--- src/rtl/stat_counter_bank_if.sv ---
// stat_counter_bank_if: event/control inputs and read-port outputs of the statistics counter bank
interface stat_counter_bank_if #(
  parameter int NUM_CH    = 4,
  parameter int CNT_WIDTH = 16,
  parameter int SEL_WIDTH = 2
);
  logic                 step_en;
  logic [NUM_CH-1:0]    event_in;
  logic                 halt_in;
  logic                 clear;
  logic                 snap;
  logic                 rd_live;
  logic [SEL_WIDTH-1:0] rd_sel;
  logic [CNT_WIDTH-1:0] rd_data;
  logic [NUM_CH-1:0]    ovf;
  logic                 halted;
  modport master (
    output step_en, event_in, halt_in, clear, snap, rd_live, rd_sel,
    input  rd_data, ovf, halted
  );
  modport slave (
    input  step_en, event_in, halt_in, clear, snap, rd_live, rd_sel,
    output rd_data, ovf, halted
  );
endinterface

--- src/rtl/stat_counter_bank.sv ---
// stat_counter_bank: per-channel event counters with halt state, sticky overflow, snapshot bank and registered read
module stat_counter_bank #(
  parameter int NUM_CH    = 4,
  parameter int CNT_WIDTH = 16,
  parameter int SEL_WIDTH = 2,
  parameter int SATURATE  = 1
) (
  input logic clk,
  input logic rst,
  stat_counter_bank_if.slave bus
);
  typedef enum logic {RUN, HALTED} state_t;
  localparam logic [CNT_WIDTH-1:0] MAX = '1;
  state_t state, state_nx;
  logic [CNT_WIDTH-1:0] cnt [NUM_CH];
  logic [CNT_WIDTH-1:0] cnt_nx [NUM_CH];
  logic [CNT_WIDTH-1:0] shadow [NUM_CH];
  logic [CNT_WIDTH-1:0] shadow_nx [NUM_CH];
  logic [NUM_CH-1:0] ovf_q, ovf_nx;
  logic [CNT_WIDTH-1:0] rd_q, rd_nx;
  logic count_en, snap_en;
  always_ff @(posedge clk or negedge rst)
    if (!rst) state <= RUN;
    else state <= state_nx;
  always_comb begin
    count_en = state == RUN && bus.step_en && !bus.clear;
    snap_en = bus.step_en && bus.snap && !bus.clear;
    state_nx = bus.clear ? RUN : (count_en && bus.halt_in) ? HALTED : state;
    ovf_nx = bus.clear ? '0 : ovf_q;
    rd_nx = '0;
    for (int i = 0; i < NUM_CH; i++) begin
      shadow_nx[i] = snap_en ? cnt[i] : shadow[i];
      cnt_nx[i] = bus.clear ? '0 : cnt[i];
      if (count_en && bus.event_in[i]) begin
        cnt_nx[i] = cnt[i] != MAX ? cnt[i] + 1'b1 : (SATURATE != 0 ? MAX : '0);
        ovf_nx[i] = ovf_q[i] | (cnt[i] == MAX);
      end
      // out-of-range selects match no channel and leave rd_nx at zero
      if (bus.rd_sel == SEL_WIDTH'(i)) rd_nx = bus.rd_live ? cnt[i] : shadow[i];
    end
  end
  always_ff @(posedge clk or negedge rst)
    if (!rst) begin
      cnt <= '{default: '0};
      shadow <= '{default: '0};
      ovf_q <= '0;
      rd_q <= '0;
    end else begin
      cnt <= cnt_nx;
      shadow <= shadow_nx;
      ovf_q <= ovf_nx;
      rd_q <= rd_nx;
    end
  assign bus.rd_data = rd_q;
  assign bus.ovf = ovf_q;
  assign bus.halted = state == HALTED;
endmodule

--- src/flat_wrapper.sv ---
// flat-port wrapper written by rule: the top's interface ports become plain ports
module stat_counter_bank_flat 
#(
  parameter int NUM_CH    = 4,
  parameter int CNT_WIDTH = 16,
  parameter int SEL_WIDTH = 2,
  parameter int SATURATE  = 1
)
  (clk, rst, bus_step_en, bus_event_in, bus_halt_in, bus_clear, bus_snap, bus_rd_live, bus_rd_sel, bus_rd_data, bus_ovf, bus_halted);
  stat_counter_bank_if #(.NUM_CH(NUM_CH), .CNT_WIDTH(CNT_WIDTH), .SEL_WIDTH(SEL_WIDTH)) bus_i ();
  input logic clk;
  input logic rst;
  input wire logic [$bits(bus_i.step_en)-1:0] bus_step_en;
  input wire logic [$bits(bus_i.event_in)-1:0] bus_event_in;
  input wire logic [$bits(bus_i.halt_in)-1:0] bus_halt_in;
  input wire logic [$bits(bus_i.clear)-1:0] bus_clear;
  input wire logic [$bits(bus_i.snap)-1:0] bus_snap;
  input wire logic [$bits(bus_i.rd_live)-1:0] bus_rd_live;
  input wire logic [$bits(bus_i.rd_sel)-1:0] bus_rd_sel;
  output wire logic [$bits(bus_i.rd_data)-1:0] bus_rd_data;
  output wire logic [$bits(bus_i.ovf)-1:0] bus_ovf;
  output wire logic [$bits(bus_i.halted)-1:0] bus_halted;
  assign bus_i.step_en = bus_step_en;
  assign bus_i.event_in = bus_event_in;
  assign bus_i.halt_in = bus_halt_in;
  assign bus_i.clear = bus_clear;
  assign bus_i.snap = bus_snap;
  assign bus_i.rd_live = bus_rd_live;
  assign bus_i.rd_sel = bus_rd_sel;
  assign bus_rd_data = bus_i.rd_data;
  assign bus_ovf = bus_i.ovf;
  assign bus_halted = bus_i.halted;
  stat_counter_bank #(.NUM_CH(NUM_CH), .CNT_WIDTH(CNT_WIDTH), .SEL_WIDTH(SEL_WIDTH), .SATURATE(SATURATE)) u_core (.clk(clk), .rst(rst), .bus(bus_i));
endmodule
--- config.mk ---
export PLATFORM = sky130hd
export DESIGN_NAME = stat_counter_bank_flat
export DESIGN_NICKNAME = d
export VERILOG_FILES = /design/src/rtl/stat_counter_bank_if.sv /design/src/rtl/stat_counter_bank.sv /design/src/flat_wrapper.sv
export SDC_FILE = /design/constraint.sdc
export NUM_CORES = 1
export LEC_CHECK = 0
export ABC_AREA = 1
export CAP_MARGIN = 20
export CORE_MARGIN = 2
export CORE_UTILIZATION = 55
export DETAILED_ROUTE_END_ITERATION = 10
export DONT_BUFFER_PORTS = 1
export GPL_TIMING_DRIVEN = 1
export PLACE_DENSITY = 0.7
export SLEW_MARGIN = 20
export SYNTH_ARGS = -nofsm -noshare
export SYNTH_HDL_FRONTEND = slang
export SYNTH_SLANG_ARGS = --single-unit
--- constraint.sdc ---
create_clock -name clk -period 1.7 [get_ports clk]
set_input_delay 0.425 -clock clk [delete_from_list [all_inputs] [get_ports clk]]
set_output_delay 0.425 -clock clk [all_outputs]
set_load 0.02 [all_outputs]
# --- Yosys cells after proc, flatten, opt, wreduce, memory -nomap -nowiden ---
# Index checks and enable logic that the tools add are counted.
classes:
  muxes: 24
  n_reduce_logical: 16
  n_eq_ne: 11
  n_bitwise: 5
  add_sub_neg: 4
ops:
  columns: ["operator", "n"]
  rows:
  - ["$mux 16", 17]
  - ["$add 16x1->16 const B", 4]
  - ["$eq 16x16->1 const B", 4]
  - ["$ne 16x16->1 const B", 4]
  - ["$reduce_bool 2->1", 5]
  - ["$logic_and 1x1->1", 9]
  - ["$mux 1", 6]
  - ["$eq 2x2->1 const B", 2]
  - ["$mux 4", 1]
  - ["$or 1x1->1", 4]
  - ["$eq 2x1->1 const B", 1]
  - ["$logic_not 2->1", 1]
  - ["$logic_not 1->1", 1]
  - ["$not 1->1", 1]
word_totals:
  register_bits: 149
  elab_cells: 74
  input_bits: 13
  out_inout_bits: 21

# --- Depth between registers and ports, before layout ---
# Gate-level depths: netlist of the first run.
depth:
  ltp_word: 6
  mapped_depth: 10
  depth_no_buf: 9

# --- Worst setup path after synthesis of the first run ---
# No wires, ideal clock.
synth_path:
  kind: "input to register"
  start: "input port bus_clear"
  end: "register u_core.cnt[29] (netlist bit)"
  setup_slack_ns: 0.212
  arrival_ns: 1.372
  required_time_ns: 1.584
  path_buffers: 2
  setup_ns: 0.116
  stages: 10
  path_cell_list: "buf_6 > inv_6 > nand3_4 > nor2_8 > nor2_2 > buf_6 > nand2_1 > nand2_1 > inv_1 > nand2_1"
synth_between:
  elab_chain_cells: 4
  word_cells_on_any_way: 5
  cone_classes: "mux (1); reduce/logical (4)"
synth_rtl:
  columns: ["item", "line", "rtl"]
  rows:
  - ["start, declared", "flat_wrapper.sv:16", "input wire logic [$bits(bus_i.clear)-1:0] bus_clear;"]
  - ["$logic_not 1->1", "stat_counter_bank.sv:26", "count_en = state == RUN && bus.step_en && !bus.clear;"]
  - ["$logic_and 1x1->1", "stat_counter_bank.sv:26", null]
  - ["$logic_and 1x1->1", "stat_counter_bank.sv:34", "if (count_en && bus.event_in[i]) begin"]
  - ["$mux 16 / $reduce_bool 2->1 (equally long branches)", null, null]
  - ["end signal, assigned", "stat_counter_bank.sv:49", "cnt <= cnt_nx;"]
  - ["end, declared", "stat_counter_bank.sv:15", "logic [CNT_WIDTH-1:0] cnt [NUM_CH];"]
# Several ways; a longest one is shown, not always the timed one.
# A chain may end at the register's enable or synchronous reset.

# --- Final worst setup path of the first run ---
layout_path:
  start: "register u_core.cnt[16] (netlist bit)"
  end: "register u_core.cnt[30] (netlist bit)"
layout_between:
  elab_chain_cells: 3
  word_cells_on_any_way: 4
  cone_classes: "add/sub (1); eq/ne (1); mux (2)"
layout_rtl:
  columns: ["item", "line", "rtl"]
  rows:
  - ["$add 16x1->16 / $ne 16x16->1 (equally long branches)", "stat_counter_bank.sv:35", "cnt_nx[i] = cnt[i] != MAX ? cnt[i] + 1'b1 : (SATURATE != 0 ? MAX : '0);"]
  - ["$mux 16 (*)", "stat_counter_bank.sv:35", null]
  - ["$mux 16 (*)", "stat_counter_bank.sv:34", null]
# Every way passes the cells marked *; elsewhere a longest branch is shown, timed or not.

==> metrics.yaml, run 1 <==
route:
  drcViolationCount: 0
  routed-via-count: 7066
  ant_nets: 0
  number_of_drc_markers_in_iteration_0: 714
  avgRoutedWirePerCell_um: 16.5
  avgViaCountPerCell: 5.59
  detail_route.wirelength_um: 20800
  number_of_iterations_in_the_first_detailed_routing_pass: 5
place:
  cell_count_after_placement: 1224
  detailed_place_hpwl_um: 14000
  globalplace.congestion: 0.850
  port-buffer-count: 0
synthesis:
  post_synth_and_or_nand_nor_area_fraction_pct: 30.0
  synthXorXnorAreaFrac_pct: 0.434
  yosys.area.top_type: "dfrtp_1"
  ys_seq_elements: 149
  synth-compound-area-share_pct: 13.4
  synth.cell_area_sq_um: 8070
  synthMuxAreaShare_pct: 1.12
  syn-mean-instance-area_sq_um: 7.70
  synth.top_cells.by_area: "dfrtp_1, nand2_1, o21ai_0"
  net_count_of_the_mapped_netlist: 1066
  synth_ff_type: "dfrtp_1"
  synth.yosys.seq_area_share_pct: 46.2
  yosys_warnings: 0
  synth-edff-count: 0
  postSynth.asyncResetShare_pct: 100
  synth.distinct_cells: 32
  synth-adder-area-share_pct: 0.620
  dominant_combinational_cell_family_by_area_after_synthesis: "simple AND/OR/NAND/NOR gates"
  syn-instance-count: 1049
  synth_top_cell_area_share_pct: 46.2
setup_path:
  cp_data_arrival_time_ps: 1980
  worst-setup-path-type: "flip-flop to flip-flop"
  cp_max_fo: 8
  critPathLaunch: "u_core.cnt[16]"
  reg2reg_from: "u_core.cnt[16]"
  worstRegToRegCells: 9
  timing.critical_path.required_ps: 2070
  cp-end-kind: "flip-flop"
  critical_path_startpoint_category: "flip-flop"
timing:
  worst_margin_pin_slew_ps: 545
  max-slew-margin-rel_pct: 63.7
  clock-skew-final_ps: 8.24
  rsz0062_at_grt: "yes"
  final_cycle_utilization_of_the_critical_path_pct: 94.6
  timing.hold.ws_ps: -312
  finalSetupTns_ps: 0
  fmaxAchievable_mhz: 622
  finalWorstPathRequiredPeriod_ps: 1610
  timing.final.max_slew_violations: 0
  timing.final.setup_violations: 0
  hold_viol_final: 149
global_routing:
  grt_pass1_vias: 6369
  initial_antenna_violation_count: 0
  global_route.usage.total_pct: 26.7
  grt.overflow.total: 0
  maximum_number_of_pins_on_one_net_before_global_route_repair: 150
  first_pass_grt_wire_length_um: 33200
job:
  maxCapViolCount: 0
clock_network:
  ctsRootBufferMaster: "clkbuf_16"
  cts-htree-levels: 4
  cts.path.max_buffers: 2
  cts_inserted_buffers: 17
  tritoncts_num_sinks: 149
  worst_setup_hold_path_clk_slew_ps: 60
  tritoncts: "done"
  insertion_delay_ps: 430
power_and_ir_drop:
  p_clk_share_pct: 49.7
  netSwitchingFraction_pct: 22.3
  leakagePower_nw: 4.31
  total_switching_power_mw: 1.81
  power.share.sequential_pct: 45.6
  ir_drop_v: 0.000707
  power_density_nw_per_um2: 892
  comb_power_share_pct: 4.7
  p_int_mw: 6.30
  p_total_mw: 8.11
run_status:
  status: "finished, violations left"
  violations: "negative hold slack"
floorplan:
  design.die.area_sq_um: 15700
  floorplan.die.height_um: 125
  start_util_pct: 56.0
  fp.dieW_um: 125
  floorplan.io_pins: 34
  core_area_sq_um: 14400
  placement_rows: 44
cells_and_area:
  most-common-layout-cells: "nand2_1, dfrtp_1, inv_1, o21ai_0, nor2_1"
  drive_gt1_share_pct: 10.1
  area_of_combinational_cells_with_multiple_inputs_sq_um: 3790
  finalNetCount: 1084
  n_antenna_cell: 0
  layout.cells.non_filler: 1263
  area_taken_by_flip_flops_and_latches_sq_um: 3730
  final_common_cell: "nand2_1"
  area_delta_synth_final_pct: 12.6
  fillerInstances: 1310
  utilization_pct: 63.0
min_path:
  timing.hold.worst.class: "input port to asynchronous set/reset pin"
==> sequential cells by signal (all words and copies together) (netlist names) <==
signal              cells
u_core.cnt             64
u_core.shadow          64
u_core.bus.rd_data     16
u_core.bus.ovf          4
u_core.bus.halted       1
==> logic make-up (layout without fill, tap and decap cells) <==
group | Yosys count | in the layout
buffers and inverters | 154 | 181
AO/OA/AOI/OAI | 180 | 180
XOR/XNOR | 4 | 4
multiplexers | 8 | 8
AND/OR/NAND/NOR | 550 | 553
adder cells (fa/ha/maj) | 4 | 4
flip-flops | 149 | 149
==> per-layer routing <==
layer  GRT usage [%]  wire, um
met1            38.9      9850
met2            40.5      9510
met3            5.95      1080
met4            7.58       343
met5               0         0
==> power by group through the flow <==
| stage | Combinational (mW) | Sequential [mW] | Clock (mW) |
|---|---|---|---|
| final | 0.382 | 3.70 | 4.04 |
| after global placement | 0.364 | 3.76 | 0 |
| after floorplan | 0.290 | 3.76 | 0 |
| after detailed placement | 0.366 | 3.76 | 0 |
| after CTS | 0.368 | 3.70 | 4.08 |
| after global routing | 0.417 | 3.70 | 4.22 |
==> cells in the mapped netlist (2+ instances only) <==
| cell type | count |
|---|---|
| buf_2 | 9 |
| nand4_1 | 29 |
| or3_1 | 8 |
| mux2_2 | 8 |
| buf_1 | 2 |
| o211ai_1 | 59 |
| dfrtp_1 | 149 |
| ha_1 | 4 |
| nor2_8 | 5 |
| inv_1 | 110 |
| buf_4 | 2 |
| clkbuf_1 | 20 |
| nand2_1 | 321 |
| o21ai_0 | 91 |
| nor2_1 | 91 |
| nand3_4 | 4 |
| buf_6 | 8 |
| nand3_1 | 76 |
| nor2_2 | 7 |
| xor2_1 | 2 |
| nor3_1 | 7 |
| a22oi_1 | 2 |
| xnor2_1 | 2 |
| a21oi_1 | 24 |
| a22oi_2 | 2 |
==> path summary, 6_finish.rpt <==
path	to	slack (ps)
max	u_core.cnt[30]	90
min	u_core.cnt[43]	-310
min reg2reg	u_core.shadow[15]	480
max in group asynchronous	u_core.cnt[56]	1610
min in group clk	u_core.bus.halted	90
max reg2reg	u_core.cnt[30]	90
==> worst max-delay path: stages, from the launching register on <==
cell and delay [ps]:
dfrtp_1 420, ha_1 210, nand3_1 150, inv_2 120, nand2_1 100, nor2_4 210, nand3_4 160, nand2_1 100
inv_1 40, nand2_1 40
==> timing repair <==
action | 4_1_cts | 5_1_grt
resized for setup | 0 | 14
setup buffers | 0 | 5
endpoints found under the setup margin | 0 | 53
hold endpoints to repair | 149 | 149
==> cell type report <==
| class | instances | area share, % |
|---|---|---|
| Inverter | 113 | 4.75 |
| Sequential cell | 149 | 41.0 |
| Clock buffer | 22 | 5.22 |
| Clock inverter | 9 | 1.65 |
| Multi-Input combinational cell | 749 | 41.7 |
| Tap cell | 184 | 2.53 |
| Timing Repair Buffer | 37 | 3.19 |
==> metrics by stage <==
step | area [sq um] | hold WS (ps) | setup slack [ps]
floorplan | 8070 | 129 | 212
global placement | 8340 | 134 | 64.9
detailed placement | 8340 | 134 | 43.4
CTS | 8960 | -324 | 34.3
global route | 9090 | -326 | -18.2
finish | 9090 | -312 | 91.5
(Power assumes the default switching activity.)
==> run 2, diff against run 1 <==
SKIP_LAST_GASP = 1   (was not set)
==> run 2 against run 1 <==
The flow still finishes with violations (negative hold slack). Clock skew down 0.63 ps. Utilization unchanged. Hold slack worse by 1.8 ps. Clock-buffer cell count unchanged. Cell area unchanged. Clock power about the same. Die area unchanged. Total power about the same. Register-to-register slack about the same. Sequential cell count unchanged. Largest power group unchanged.
==> metrics.yaml, run 2 (synthesis results as in run 1) <==
global_routing:
  grt.overflow.total: 0  # unchanged
  initial_antenna_violation_count: 0  # unchanged
  first_pass_grt_wire_length_um: 33200  # unchanged
  grt_pass1_vias: 6369  # unchanged
  global_route.usage.total_pct: 26.7  # unchanged
  maximum_number_of_pins_on_one_net_before_global_route_repair: 150  # unchanged
floorplan:
  placement_rows: 44  # unchanged
  fp.dieW_um: 125  # unchanged
  design.die.area_sq_um: 15700  # unchanged
  floorplan.die.height_um: 125  # unchanged
  start_util_pct: 56.0  # unchanged
  core_area_sq_um: 14400  # unchanged
  floorplan.io_pins: 34  # unchanged
clock_network:
  cts.path.max_buffers: 2  # unchanged
  insertion_delay_ps: 430  # about the same
  cts-htree-levels: 4  # unchanged
  tritoncts_num_sinks: 149  # unchanged
  tritoncts: "done"
  cts_inserted_buffers: 17  # unchanged
  ctsRootBufferMaster: "clkbuf_16"
  worst_setup_hold_path_clk_slew_ps: 60  # about the same
place:
  cell_count_after_placement: 1224  # unchanged
  detailed_place_hpwl_um: 14000  # unchanged
  place_worst_setup_slack_ps: 43.4  # unchanged
  dpl-instance-area_sq_um: 8340  # unchanged
  port-buffer-count: 0  # unchanged
  globalplace.congestion: 0.850  # unchanged
power_and_ir_drop:
  power_density_nw_per_um2: 892  # about the same
  ir_drop_v: 0.000710  # +0.42%
  leakagePower_nw: 4.31  # unchanged
setup_path:
  worst-setup-path-type: "flip-flop to flip-flop"
  cp-end-kind: "flip-flop"
  timing.critical_path.buf_inv: 2  # unchanged
  critPathMostFrequentCell: "nand2_1"
  worstSetupPathDepth: 9  # unchanged
  cp_data_arrival_time_ps: 1980  # about the same
  timing.critical_path.required_ps: 2070  # about the same
  cp_max_fo: 8  # unchanged
  worstRegToRegCells: 9  # unchanged
  critical_path_startpoint_category: "flip-flop"
  critical_path.slowest_cell: "dfrtp_1"
  critical-path-top-delay-family: "simple AND/OR/NAND/NOR gates"
  cp_cell_sequence: "ha_1 -> nand3_1 -> inv_2 -> nand2_1 -> nor2_4 -> nand3_4 -> nand2_1 -> inv_1 -> nand2_1"
  critical-path-max-stage-delay_ps: 420  # about the same
timing:
  finalWorstPathRequiredPeriod_ps: 1610  # +2.03 ps
  setup_ws_ps: 89.4  # -2.03 ps
  clock-skew-final_ps: 7.61  # -0.631 ps
  fmaxAchievable_mhz: 621  # -0.13%
  rsz0062_at_grt: "yes"
  final_cycle_utilization_of_the_critical_path_pct: 94.7  # +0.12 points
  timing.hold.ws_ps: -314  # -1.75 ps
  max-slew-margin-rel_pct: 64.4  # +0.77 points
  timing.final.max_slew_violations: 0  # unchanged
  hold_viol_final: 149  # unchanged
  timing.final.setup_violations: 0  # unchanged
  worst_margin_pin_slew_ps: 533  # -11.5 ps
route:
  met3RoutedLength_um: 1220  # +13%
  m1WireLength_um: 9700  # -1.6%
  topRoutingLayerUsed: "met4"
  met2_length_um: 9460  # -0.52%
  avgViaCountPerCell: 5.59  # about the same
  number_of_drc_markers_in_iteration_0: 723  # +1.3%
  detail_route.wirelength_um: 20700  # -0.48%
  routed-via-count: 7062  # -0.057%
  number_of_iterations_in_the_first_detailed_routing_pass: 5  # unchanged
  ant_nets: 0  # unchanged
  avgRoutedWirePerCell_um: 16.4  # -0.48%
  drcViolationCount: 0  # unchanged
cells_and_area:
  most-common-layout-cells: "nand2_1, dfrtp_1, inv_1, o21ai_0, nor2_1"
  layout.cells.non_filler: 1263  # unchanged
  n_antenna_cell: 0  # unchanged
  fillerInstances: 1310  # unchanged
  drive_gt1_share_pct: 10.1  # unchanged
  finish.instance_area_sq_um: 9090  # unchanged
  area_delta_synth_final_pct: 12.6  # unchanged
  final_common_cell: "nand2_1"
  finalNetCount: 1084  # unchanged
job:
  maxCapViolCount: 0  # unchanged
run_status:
  status: "finished, violations left"
  violations: "negative hold slack"
min_path:
  timing.hold.worst.class: "input port to asynchronous set/reset pin"
-- run 2: cell counts in the layout (fill, tap and decap cells not counted) --
No cell type changed its count.
-- run 2: worst register-to-register path, delay by kind of cell (launching register included) --
family        cells  cell delay, ps
fa+ha+maj         1             210
buf+inv           2             160
flops             1             420
simple gates      6             760
-- run 2: repair_timing --
action                     4_1_cts  5_1_grt
gates resized for setup          0       14
setup buffers                    0        5
hold endpoints to repair       149      149
setup endpoints to repair        0       53
-- run 2: layout make-up --
cell class              count  area, sq um  share of cell area, %
clock buffers              22          474                   5.22
clock inverters             9          150                   1.65
inverters                 113          432                   4.75
multi-input cells         749         3790                   41.7
well taps                 184          230                   2.53
repair buffers             37          290                   3.19
flip-flops and latches    149         3730                   41.0
-- run 2: final timing paths --
kind | start | end | slack, ps
setup / recovery | u_core.cnt[16] | u_core.cnt[30] | 90
setup reg to reg | u_core.cnt[16] | u_core.cnt[30] | 90
max in group asynchronous | rst | u_core.shadow[12] | 1640
hold / removal | rst | u_core.cnt[43] | -310
hold reg to reg | u_core.shadow[12] | u_core.shadow[12] | 480
min in group clk | bus_clear | u_core.bus.halted | 90
-- run 2: metrics by stage --
stage / hold WS [ps] / utilization (%) / total power [mW] / TNS (ps)
after floorplan: 129 / - / 4.05 / 0
after global placement: 134 / 57.8 / 4.12 / 0
after detailed placement: 134 / 57.8 / 4.13 / 0
after CTS: -324 / 62.1 / 8.15 / 0
after global routing: -326 / 63.0 / 8.34 / -27.8
final: -314 / 63.0 / 8.11 / 0
-- run 2: where the power goes --
group	switching, mW	leakage [nW]	total [mW]	internal [mW]
clock network	1.48	0.302	4.03	2.56
registers	0.0813	2.06	3.70	3.61
logic	0.250	1.95	0.381	0.131
-- run 2: metal layers --
layer / GRT usage, % / vias to the layer above
li1: - / 3490
met3: 5.95 / 27
met2: 40.5 / 211
met4: 7.58 / 0
met1: 38.9 / 3334
met5: 0 / -
